[src/rtl/mrd_src_pkg.sv]
// mrd_src_pkg: shared FSM codes, state type and small-constant arithmetic
// for the mrd Source-phase sequencer.
package mrd_src_pkg;
    localparam logic [2:0] FSM_IDLE   = 3'd0;
    localparam logic [2:0] FSM_LOAD   = 3'd1;
    localparam logic [2:0] FSM_FWD    = 3'd2;
    localparam logic [2:0] FSM_TWID   = 3'd3;
    localparam logic [2:0] FSM_BWD    = 3'd4;
    localparam logic [2:0] FSM_SOURCE = 3'd5;

    typedef enum logic [2:0] {IDLE, WAIT, RUN, DRAIN, DONE} src_state_t;
    typedef logic [2:0] radix_t;

    function automatic radix_t eff_radix(input radix_t r);
        return (r <= 3'd1) ? 3'd1 : r;
    endfunction

    // Shift-add multiply by a constant of at most 7.
    function automatic logic [31:0] mul_small(input logic [31:0] x, input logic [2:0] r);
        return (r[0] ? x : 32'd0) + (r[1] ? x << 1 : 32'd0) + (r[2] ? x << 2 : 32'd0);
    endfunction
endpackage

[src/rtl/mrd_radix_weight_calc.sv]
// mrd_radix_weight_calc: computes digit weights W, product P and lane offsets LO,
// one radix stage per cycle after a start pulse; done stays high until the next start.
module mrd_radix_weight_calc import mrd_src_pkg::*; #(
    parameter int AW     = 12,
    parameter int NLANE  = 2,
    parameter int NSTAGE = 6
) (
    input  logic          clk,
    input  logic          rst_n,
    input  logic          en,
    input  logic          start,
    input  radix_t        Nf [0:NSTAGE-1],
    output logic [AW-1:0] w  [0:NSTAGE-1],
    output logic [AW-1:0] p,
    output logic [AW-1:0] lo [0:NLANE-1],
    output logic          done
);
    localparam int KW = (NSTAGE > 1) ? $clog2(NSTAGE) : 1;

    logic          busy_q, busy_d, done_q, done_d;
    logic [KW-1:0] k_q, k_d;
    logic [AW-1:0] w_q [0:NSTAGE-1], w_d [0:NSTAGE-1];
    logic [AW-1:0] lo_q [0:NLANE-1], lo_d [0:NLANE-1];
    logic [AW-1:0] p_q, p_d, nxt;

    always_comb begin
        busy_d = busy_q;
        done_d = done_q;
        k_d    = k_q;
        w_d    = w_q;
        p_d    = p_q;
        lo_d   = lo_q;
        nxt    = AW'(mul_small(32'(w_q[k_q]), eff_radix(Nf[k_q])));
        if (en && start) begin
            busy_d           = 1'b1;
            done_d           = 1'b0;
            k_d              = KW'(NSTAGE - 1);
            w_d[NSTAGE-1]    = AW'(1);
        end else if (en && busy_q) begin
            if (k_q == '0) begin
                p_d    = nxt;
                for (int l = 0; l < NLANE; l++) lo_d[l] = AW'(mul_small(32'(w_q[0]), 3'(l)));
                busy_d = 1'b0;
                done_d = 1'b1;
            end else begin
                w_d[k_q - 1'b1] = nxt;
                k_d             = k_q - 1'b1;
            end
        end
    end

    always_ff @(posedge clk) begin
        if (!rst_n) begin
            busy_q <= 1'b0;
            done_q <= 1'b0;
            k_q    <= '0;
            p_q    <= '0;
            for (int i = 0; i < NSTAGE; i++) w_q[i] <= '0;
            for (int l = 0; l < NLANE; l++) lo_q[l] <= '0;
        end else begin
            busy_q <= busy_d;
            done_q <= done_d;
            k_q    <= k_d;
            p_q    <= p_d;
            w_q    <= w_d;
            lo_q   <= lo_d;
        end
    end

    assign w    = w_q;
    assign p    = p_q;
    assign lo   = lo_q;
    assign done = done_q;
endmodule

[src/rtl/mrd_source_seq_pn.sv]
// mrd_source_seq_pn: Source-phase sequencer issuing digit-reversed RAM read addresses
// for NLANE points per beat, with a RAM-latency-matched sop/eop/valid shadow.
module mrd_source_seq_pn import mrd_src_pkg::*; #(
    parameter int         AW      = 12,
    parameter int         NLANE   = 2,
    parameter int         NSTAGE  = 6,
    parameter int         WAIT_ST = 8,
    parameter int         RD_LAT  = 8,
    parameter logic [2:0] FSM_SRC = FSM_SOURCE
) (
    input  logic          clk,
    input  logic          rst_n,
    input  logic [2:0]    fsm,
    input  radix_t        Nf [0:NSTAGE-1],
    input  logic [AW-1:0] dftpts,
    input  logic          hold,
    output logic [AW-1:0] addrs [0:NLANE-1],
    output logic          addr_valid,
    output logic          sop,
    output logic          eop,
    output logic          valid,
    output logic          valid_pre,
    output logic          source_end,
    output logic          cfg_err
);
    localparam int CW = $clog2((WAIT_ST > RD_LAT ? WAIT_ST : RD_LAT) + 1);

    src_state_t    state_q, state_d;
    logic [CW-1:0] cnt_q, cnt_d;
    logic [AW-1:0] bcnt_q, bcnt_d, base_q, base_d, nbeat, p;
    logic [2:0]    c_q [0:NSTAGE-1], c_d [0:NSTAGE-1];
    logic [AW-1:0] ps_q [0:NSTAGE-1], ps_d [0:NSTAGE-1], w [0:NSTAGE-1];
    logic [AW-1:0] lo [0:NLANE-1];
    logic [2:0]    dl_q [0:RD_LAT-1], dl_d [0:RD_LAT-1];
    logic          cfg_err_q, cfg_err_d, source_end_q, source_end_d, start, ready, err, cy;

    mrd_radix_weight_calc #(.AW(AW), .NLANE(NLANE), .NSTAGE(NSTAGE)) u_calc (
        .clk(clk), .rst_n(rst_n), .en(!hold), .start(start), .Nf(Nf),
        .w(w), .p(p), .lo(lo), .done(ready)
    );

    assign nbeat = dftpts / AW'(NLANE);
    assign err   = (p != dftpts) || (|(dftpts % AW'(NLANE))) ||
                   (|(eff_radix(Nf[0]) % 3'(NLANE))) || (dftpts == '0);

    always_comb begin
        state_d      = state_q;
        cnt_d        = cnt_q;
        bcnt_d       = bcnt_q;
        c_d          = c_q;
        ps_d         = ps_q;
        dl_d         = dl_q;
        cfg_err_d    = cfg_err_q;
        source_end_d = source_end_q;
        start        = 1'b0;
        cy           = 1'b1;
        base_d       = '0;
        if (!hold) begin
            dl_d[0] = '0;
            for (int i = 1; i < RD_LAT; i++) dl_d[i] = dl_q[i-1];
            if (state_q != RUN) begin
                for (int k = 0; k < NSTAGE; k++) begin
                    c_d[k]  = '0;
                    ps_d[k] = '0;
                end
            end
            case (state_q)
                IDLE: if (fsm == FSM_SRC) begin
                    state_d = WAIT;
                    cnt_d   = '0;
                    start   = 1'b1;
                end
                WAIT: begin
                    cnt_d = cnt_q + 1'b1;
                    if (cnt_q == CW'(WAIT_ST - 1) && ready) begin
                        state_d   = err ? DONE : RUN;
                        cfg_err_d = err;
                        cnt_d     = '0;
                        bcnt_d    = '0;
                    end
                end
                RUN: begin
                    dl_d[0] = {bcnt_q == '0, bcnt_q == nbeat - 1'b1, 1'b1};
                    bcnt_d  = bcnt_q + 1'b1;
                    // Odometer: digit 0 steps by NLANE, a wrap carries into the next digit.
                    for (int k = 0; k < NSTAGE; k++) begin
                        if (cy) begin
                            if ({1'b0, c_q[k]} + ((k == 0) ? 4'(NLANE) : 4'd1) >= {1'b0, eff_radix(Nf[k])}) begin
                                c_d[k]  = '0;
                                ps_d[k] = '0;
                            end else begin
                                c_d[k]  = c_q[k] + ((k == 0) ? 3'(NLANE) : 3'd1);
                                ps_d[k] = ps_q[k] + ((k == 0) ? w[0] + lo[NLANE-1] : w[k]);
                                cy      = 1'b0;
                            end
                        end
                    end
                    if (bcnt_q == nbeat - 1'b1) begin
                        state_d = DRAIN;
                        cnt_d   = '0;
                    end
                end
                DRAIN: begin
                    cnt_d = cnt_q + 1'b1;
                    if (cnt_q == CW'(RD_LAT - 1)) state_d = DONE;
                end
                default: ;
            endcase
            source_end_d = (state_d == DONE) && (state_q != DONE);
        end
        if (fsm != FSM_SRC && state_q != IDLE) begin
            state_d      = IDLE;
            cfg_err_d    = 1'b0;
            source_end_d = 1'b0;
            for (int i = 0; i < RD_LAT; i++) dl_d[i] = '0;
        end
        for (int k = 0; k < NSTAGE; k++) base_d = base_d + ps_d[k];
    end

    always_ff @(posedge clk) begin
        if (!rst_n) begin
            state_q      <= IDLE;
            cnt_q        <= '0;
            bcnt_q       <= '0;
            base_q       <= '0;
            cfg_err_q    <= 1'b0;
            source_end_q <= 1'b0;
            for (int k = 0; k < NSTAGE; k++) begin
                c_q[k]  <= '0;
                ps_q[k] <= '0;
            end
            for (int i = 0; i < RD_LAT; i++) dl_q[i] <= '0;
        end else begin
            state_q      <= state_d;
            cnt_q        <= cnt_d;
            bcnt_q       <= bcnt_d;
            base_q       <= base_d;
            cfg_err_q    <= cfg_err_d;
            source_end_q <= source_end_d;
            c_q          <= c_d;
            ps_q         <= ps_d;
            dl_q         <= dl_d;
        end
    end

    always_comb begin
        for (int l = 0; l < NLANE; l++) addrs[l] = (state_q == RUN) ? base_q + lo[l] : '0;
    end

    assign addr_valid = (state_q == RUN) && !hold;
    assign sop        = dl_q[RD_LAT-1][2];
    assign eop        = dl_q[RD_LAT-1][1];
    assign valid      = dl_q[RD_LAT-1][0];
    assign valid_pre  = dl_q[RD_LAT-2][0];
    assign source_end = source_end_q;
    assign cfg_err    = cfg_err_q;
endmodule

[config.mk]
export PLATFORM = sky130hd
export DESIGN_NAME = mrd_source_seq_pn
export DESIGN_NICKNAME = d
export VERILOG_FILES = /design/src/rtl/mrd_src_pkg.sv /design/src/rtl/mrd_radix_weight_calc.sv /design/src/rtl/mrd_source_seq_pn.sv
export SDC_FILE = /design/constraint.sdc
export NUM_CORES = 1
export LEC_CHECK = 0
export CORE_UTILIZATION = 65
export DETAILED_ROUTE_END_ITERATION = 10
export GPL_ROUTABILITY_DRIVEN = 0
export PLACE_DENSITY_LB_ADDON = 0.12
export SYNTH_ARGS = -nofsm -noshare
export SYNTH_HDL_FRONTEND = slang
export SYNTH_HIERARCHICAL = 1
export SYNTH_SLANG_ARGS = --single-unit
[constraint.sdc]
create_clock -name clk -period 14.2 [get_ports clk]
set_clock_uncertainty 0.15 [all_clocks]
set_input_delay 2.13 -clock clk [delete_from_list [all_inputs] [get_ports clk]]
set_output_delay 2.13 -clock clk [all_outputs]
set_load 0.05 [all_outputs]
# Word level (Yosys, flattened, before mapping)
# Cells that the tools add are included.
# classes
add_sub_neg	31
n_bitwise	6
n_mux	93
n_lt_le_gt_ge	16
n_eq_ne	15
reduce_logical	33
# ops
op	n
12-bit 2-to-1 mux	20
72-bit 2-to-1 mux	3
12-bit adder	15
3-bit 2-to-1 mux	30
72-bit bitwise mux	1
12-bit binary-select mux with 3-bit select	1
12-bit demux with 3-bit select	1
18-bit 2-to-1 mux	2
1-bit 2-to-1 mux	28
4-bit by 3-bit greater-or-equal comparator with 1-bit output	6
12-bit zero test	2
12-bit case mux with 2 select lines	1
3-bit by 1-bit less-or-equal comparator with 1-bit output, second input constant	7
3-bit by 1-bit adder with 4-bit output, second input constant	5
4-bit case mux with 4 select lines	1
3-bit by 1-bit adder with 3-bit output, second input constant	5
12-bit by 1-bit adder with 12-bit output, second input constant	1
12-bit == test	1
4-bit 2-to-1 mux	3
12-bit inequality test	1
3-bit case mux with 4 select lines	1
3-bit AND reduction	4
11-bit by 1-bit subtractor with 12-bit output, second input constant	1
2-bit AND reduction	5
26 further kinds	49
# totals
ff_bits	248
wordCells	233
input_bits	36
out_inout_bits	31

# Longest topological paths before layout
# depth
depth_word	26
ltp_mapped	30
depth_no_buf	29

# Cells and area by module
# Netlist, hierarchy kept.
# modules_own_cells
module	seq_area_each_um2	cells_each	n_inst	area_each_um2
mrd_source_seq_pn	2922.8	1409	1	12238.0
mrd_radix_weight_calc	2021.9	664	1	5505.3

# Worst setup path after synthesis
# No wires, ideal clock.
# synth_path
kind	in2reg
from	input port Nf[17] (netlist name)
to	register base_q[11]
path_stages	28
path_buffers	2
path_slack_ns	5.168
t_arrival_ns	8.818
t_required_ns	13.986
setup_time_ns	0.064
cell_sequence	clkbuf_1 > fa_1 > or3b_4 > o211ai_4 > o21a_4 > o211ai_4 > or2b_2 > nand2_1 > nand2_1 > clkbuf_1 > nand2_1 > o21ai_0 > fa_1 > inv_1 > fa_1 > fa_1 > inv_1 > ha_1 > a21o_1 > a21oi_1 > o21ai_0 > a2111oi_0 > nor3_1 > or3b_2 > xnor2_1 > xnor2_1 > xnor3_1 > nor2_1
# synth_rtl
item	line_no	text
from (decl)	mrd_source_seq_pn.sv:14	input radix_t Nf [0:NSTAGE-1],
to (signal assigned)	mrd_source_seq_pn.sv:137	base_q <= base_d;
to (decl)	mrd_source_seq_pn.sv:30	logic [AW-1:0] bcnt_q, bcnt_d, base_q, base_d, nbeat, p;

# Final worst setup path
# layout_path
from	input port Nf[17] (netlist name)
to	register base_q[11]
# layout_between
elab_chain_cells	22
# layout_rtl
item	line_no	text
3-bit by 1-bit less-or-equal comparator with 1-bit output	mrd_src_pkg.sv:15	return (r <= 3'd1) ? 3'd1 : r;
3-bit 2-to-1 mux (*)	mrd_src_pkg.sv:15	
4-bit by 3-bit greater-or-equal comparator with 1-bit output (*)	mrd_source_seq_pn.sv:88	if ({1'b0, c_q[k]} + ((k == 0) ? 4'(NLANE) : 4'd1) >= {1'b0, eff_radix(Nf[k])}) begin
1-bit 2-to-1 mux	mrd_source_seq_pn.sv:88	
1-bit 2-to-1 mux	mrd_source_seq_pn.sv:67	case (state_q)
1-bit 2-to-1 mux	mrd_source_seq_pn.sv:58	if (!hold) begin
1-bit 2-to-1 mux	mrd_source_seq_pn.sv:87	if (cy) begin
1-bit 2-to-1 mux	mrd_source_seq_pn.sv:67	
[... 6 more ...]	--	
1-bit 2-to-1 mux	mrd_source_seq_pn.sv:58	
1-bit 2-to-1 mux	mrd_source_seq_pn.sv:87	
1-bit 2-to-1 mux	mrd_source_seq_pn.sv:67	
1-bit 2-to-1 mux	mrd_source_seq_pn.sv:58	
12-bit 2-to-1 mux	mrd_source_seq_pn.sv:87	
72-bit 2-to-1 mux (*)	mrd_source_seq_pn.sv:67	
72-bit 2-to-1 mux (*)	mrd_source_seq_pn.sv:58	
12-bit adder (*)	mrd_source_seq_pn.sv:117	for (int k = 0; k < NSTAGE; k++) base_d = base_d + ps_d[k];
# Every way passes the cells marked *; elsewhere a longest branch is shown, timed or not. The select of a mux whose other input is x is not followed.
# A chain may end at the register's enable or synchronous reset.

==> results.sh <==
export IMPL_grt_pass1_vias=14576
export IMPL_instances_no_fill=2452
export IMPL_multiInputGateArea_um2=11850
export IMPL_cts_made_buffers=27
export IMPL_maxSlewViolCount=0
export IMPL_grt_use_met3=0.05649
export IMPL_required_ps=14530
export IMPL_slowest_stage="nor3_2"
export IMPL_met1_usage=0.4631
export IMPL_dpl_cell_count=2402
export IMPL_synthDistinctLibCells=100
export IMPL_totalWireLength_mm=49.45
export IMPL_async_reset_ff_frac=0
export IMPL_routed_via_density=6.249
export IMPL_die_area_um2=27960
export IMPL_final_cell_mix="nand2_1, dfxtp_1, nor2_1"
export IMPL_ys_seq_elements=247
export IMPL_synthFlopType="dfxtp_1"
export IMPL_grt_max_degree=75
export IMPL_ant_nets=0
export IMPL_drv_cap=0
export IMPL_portBuffers=66
export IMPL_syn_avg_cell_area_um2=8.559
export IMPL_crit_family="adder cells"
export IMPL_route_detailed_drc=0
export IMPL_vias=15322
export IMPL_timing_hold_violations_final=0
export IMPL_antenna_found_initial=1
export IMPL_syn_to_final_growth_pct=9.203
export IMPL_fill_cells=2097
export IMPL_first_pass_iters=5
export IMPL_path_clk_slew_ps=60
export IMPL_setup_viol=0
export IMPL_use_met2=0.5749
export IMPL_htreeDepth=1
export IMPL_synth_area_leaders="dfxtp_1, ha_1, fa_1, nand2_1, xnor2_1"
export IMPL_cts_sinks=247
export IMPL_wl_per_cell_um=20.17
export IMPL_clockBufferDepth=3
export IMPL_cp_max_fo=16
export IMPL_synth_edf_count=0
export IMPL_critPathArrivalTime_ps=10020
export IMPL_path_common_cell="fa_1"
export IMPL_grt_busiest_layer="met2"
export IMPL_startpoint_type="primary input"
export IMPL_holdCritPathClass="flip-flop to flip-flop"
export IMPL_outcome="finished clean"
export IMPL_rows=60
export IMPL_seqCellArea_um2=4946
export IMPL_ys_seq_area_frac=0.2787
export IMPL_cts_tree="done"
export IMPL_gr_total_overflow=0
export IMPL_finish_instance_area_um2=19380
export IMPL_worstSetupEndpointType="flip-flop"
export IMPL_core_area_um2=26880
export IMPL_path_cells="clkdlybuf4s50_1, fa_1, or3b_4, o211ai_4, o21ai_0, nor3_2, a22oi_1, fa_1, fa_1, fa_1, inv_1, ha_1, a21o_1, a21oi_1, o21ai_0, a2111oi_0, nor3_1, or3b_2, xnor2_1, xnor2_1, xnor3_1, nor2_1"
export IMPL_max_stage_delay_ps=900
export IMPL_synth_top_area_frac=0.2787
export IMPL_vdd_drop_max_v=0.00008299
export IMPL_initialDrtViolationCount=1314
export IMPL_post_synth_top_area_cell="dfxtp_1"
export IMPL_fmax_mhz=103.3
export IMPL_die_height_um=167.2
export IMPL_io_pins=67
export IMPL_final_common_cell="nand2_1"
export IMPL_crit_buf_inv=2
export IMPL_grt_setup_unrepaired="false"
export IMPL_post_cts_setup_buffer_count=0
export IMPL_grt_util_all_layers=0.3550
export IMPL_start_util=0.6602
export IMPL_insertion_delay_ps=560
export IMPL_grt_pass1_wl_mm=77.47
export IMPL_place_area_um2=18500
export IMPL_finalCriticalPeriod_ps=9685
export IMPL_postCtsHoldBufs=0
export IMPL_syn_inst=2073
export IMPL_post_route_period_util=0.6821
export IMPL_power_density_nw_per_um2=77.12
export IMPL_netlist_area_um2=17740
export IMPL_cts_root_buffer="clkbuf_16"
export IMPL_dp_hpwl_mm=37.89
export IMPL_slew_headroom=0.1591
export IMPL_layout_drive_gt1_share=0.05829
export IMPL_leakage_nw=8.209
export IMPL_worstMarginPinSlew_ps=1251
export IMPL_yosys_warnings=6
export IMPL_ctsResizeCount=0
export IMPL_die_w_um=167.2
export IMPL_critPathKind="primary input to flip-flop"
export IMPL_fin_nets=2334
export IMPL_tns_ps=0
cell usage after synthesis, types with 15 or more instances:
library cell,instances
nor2_1,177
ha_1,135
xor2_1,48
a21boi_0,67
nand3_1,36
mux2i_1,40
o21bai_1,39
inv_1,139
nor3_1,43
a22oi_1,26
clkbuf_1,73
and2_1,63
o21ai_0,76
a21oi_1,109
nand2_1,251
mux4_2,15
or3_1,21
a21o_1,26
dfxtp_1,247
a22o_1,22
xnor2_1,77
fa_1,73
per-stage QoR:
stage / power [mW] / utilization / setup WS (ps) / hold WS (ps)
2_1_floorplan: 0.7797 / - / 5168 / 293.6
3_3_place_gp: 0.8087 / 0.6884 / 4210 / 315.2
3_5_place_dp: 0.8106 / 0.6884 / 4018 / 308.6
4_1_cts: 1.498 / 0.7209 / 4555 / 318.8
5_1_grt: 1.533 / 0.7209 / 3919 / 344.2
6_report: 1.494 / 0.7210 / 4515 / 316.7
logic make-up after synthesis:
logic type      after synthesis  share of synthesized area
simple gates                699                     0.1863
other cells                   1                  0.0002113
compound gates              492                     0.1929
buf+inv                     241                    0.05726
xor+xnor                    126                    0.06297
mux                          59                    0.04414
fa+ha+maj                   208                     0.1776
flops                       247                     0.2787
power breakdown:
group	total [mW]	internal (mW)	leakage, nW	switching [mW]
combinational	0.100	0.0356	5.78	0.0645
sequential	0.697	0.694	1.99	0.00258
clock	0.697	0.408	0.435	0.290
worst paths after layout:
kind         slack, ps        start  cells past startpoint          end
min reg2reg        320  u_calc/p[0]                      2  u_calc/p[0]
max reg2reg       6160      c_q[16]                     22   base_q[11]
min                320  u_calc/p[0]                      2  u_calc/p[0]
max               4510       Nf[17]                     22   base_q[11]
routing by layer:
metal,part of all wire,up-vias,wire length [um]
met1,0.42,7351,20750
met5,0,-,0
met3,0.075,137,3688
met2,0.45,600,22330
met4,0.054,0,2679
li1,-,7234,-
final cells by class:
class                   instances  area share
clock inverters                11    0.006005
multi-input cells            1596      0.6115
clock buffers                  38     0.03907
diodes                          1   0.0001291
repair buffers                 77     0.03797
inverters                     141     0.02803
well taps                     341     0.02202
flip-flops and latches        247      0.2553
worst reg2reg max path: stages, from the launching register on:
cell and delay (ps):
dfxtp_1 380, inv_1 100, fa_1 490, or3b_4 420
o211ai_4 280, o21ai_0 300, nor3_2 900, a22oi_1 260
fa_1 650, fa_1 460, fa_1 610, inv_1 60
ha_1 280, a21o_1 180, a21oi_1 210, o21ai_0 130
a2111oi_0 680, nor3_1 140, or3b_2 510, xnor2_1 150
xnor2_1 220, xnor3_1 330, nor2_1 90
registers in the layout, indices dropped and copies added, names as in the netlist, 3 cells and up:
name / count
c_q: 17
u_calc/p: 12
bcnt_q: 12
u_calc/w: 72
state_q: 3
u_calc/lo: 12
ps_q: 72
base_q: 12
dl_q: 20
cnt_q: 4
u_calc/k_q: 3
No activity file was read; power rests on OpenSTA's default activity.
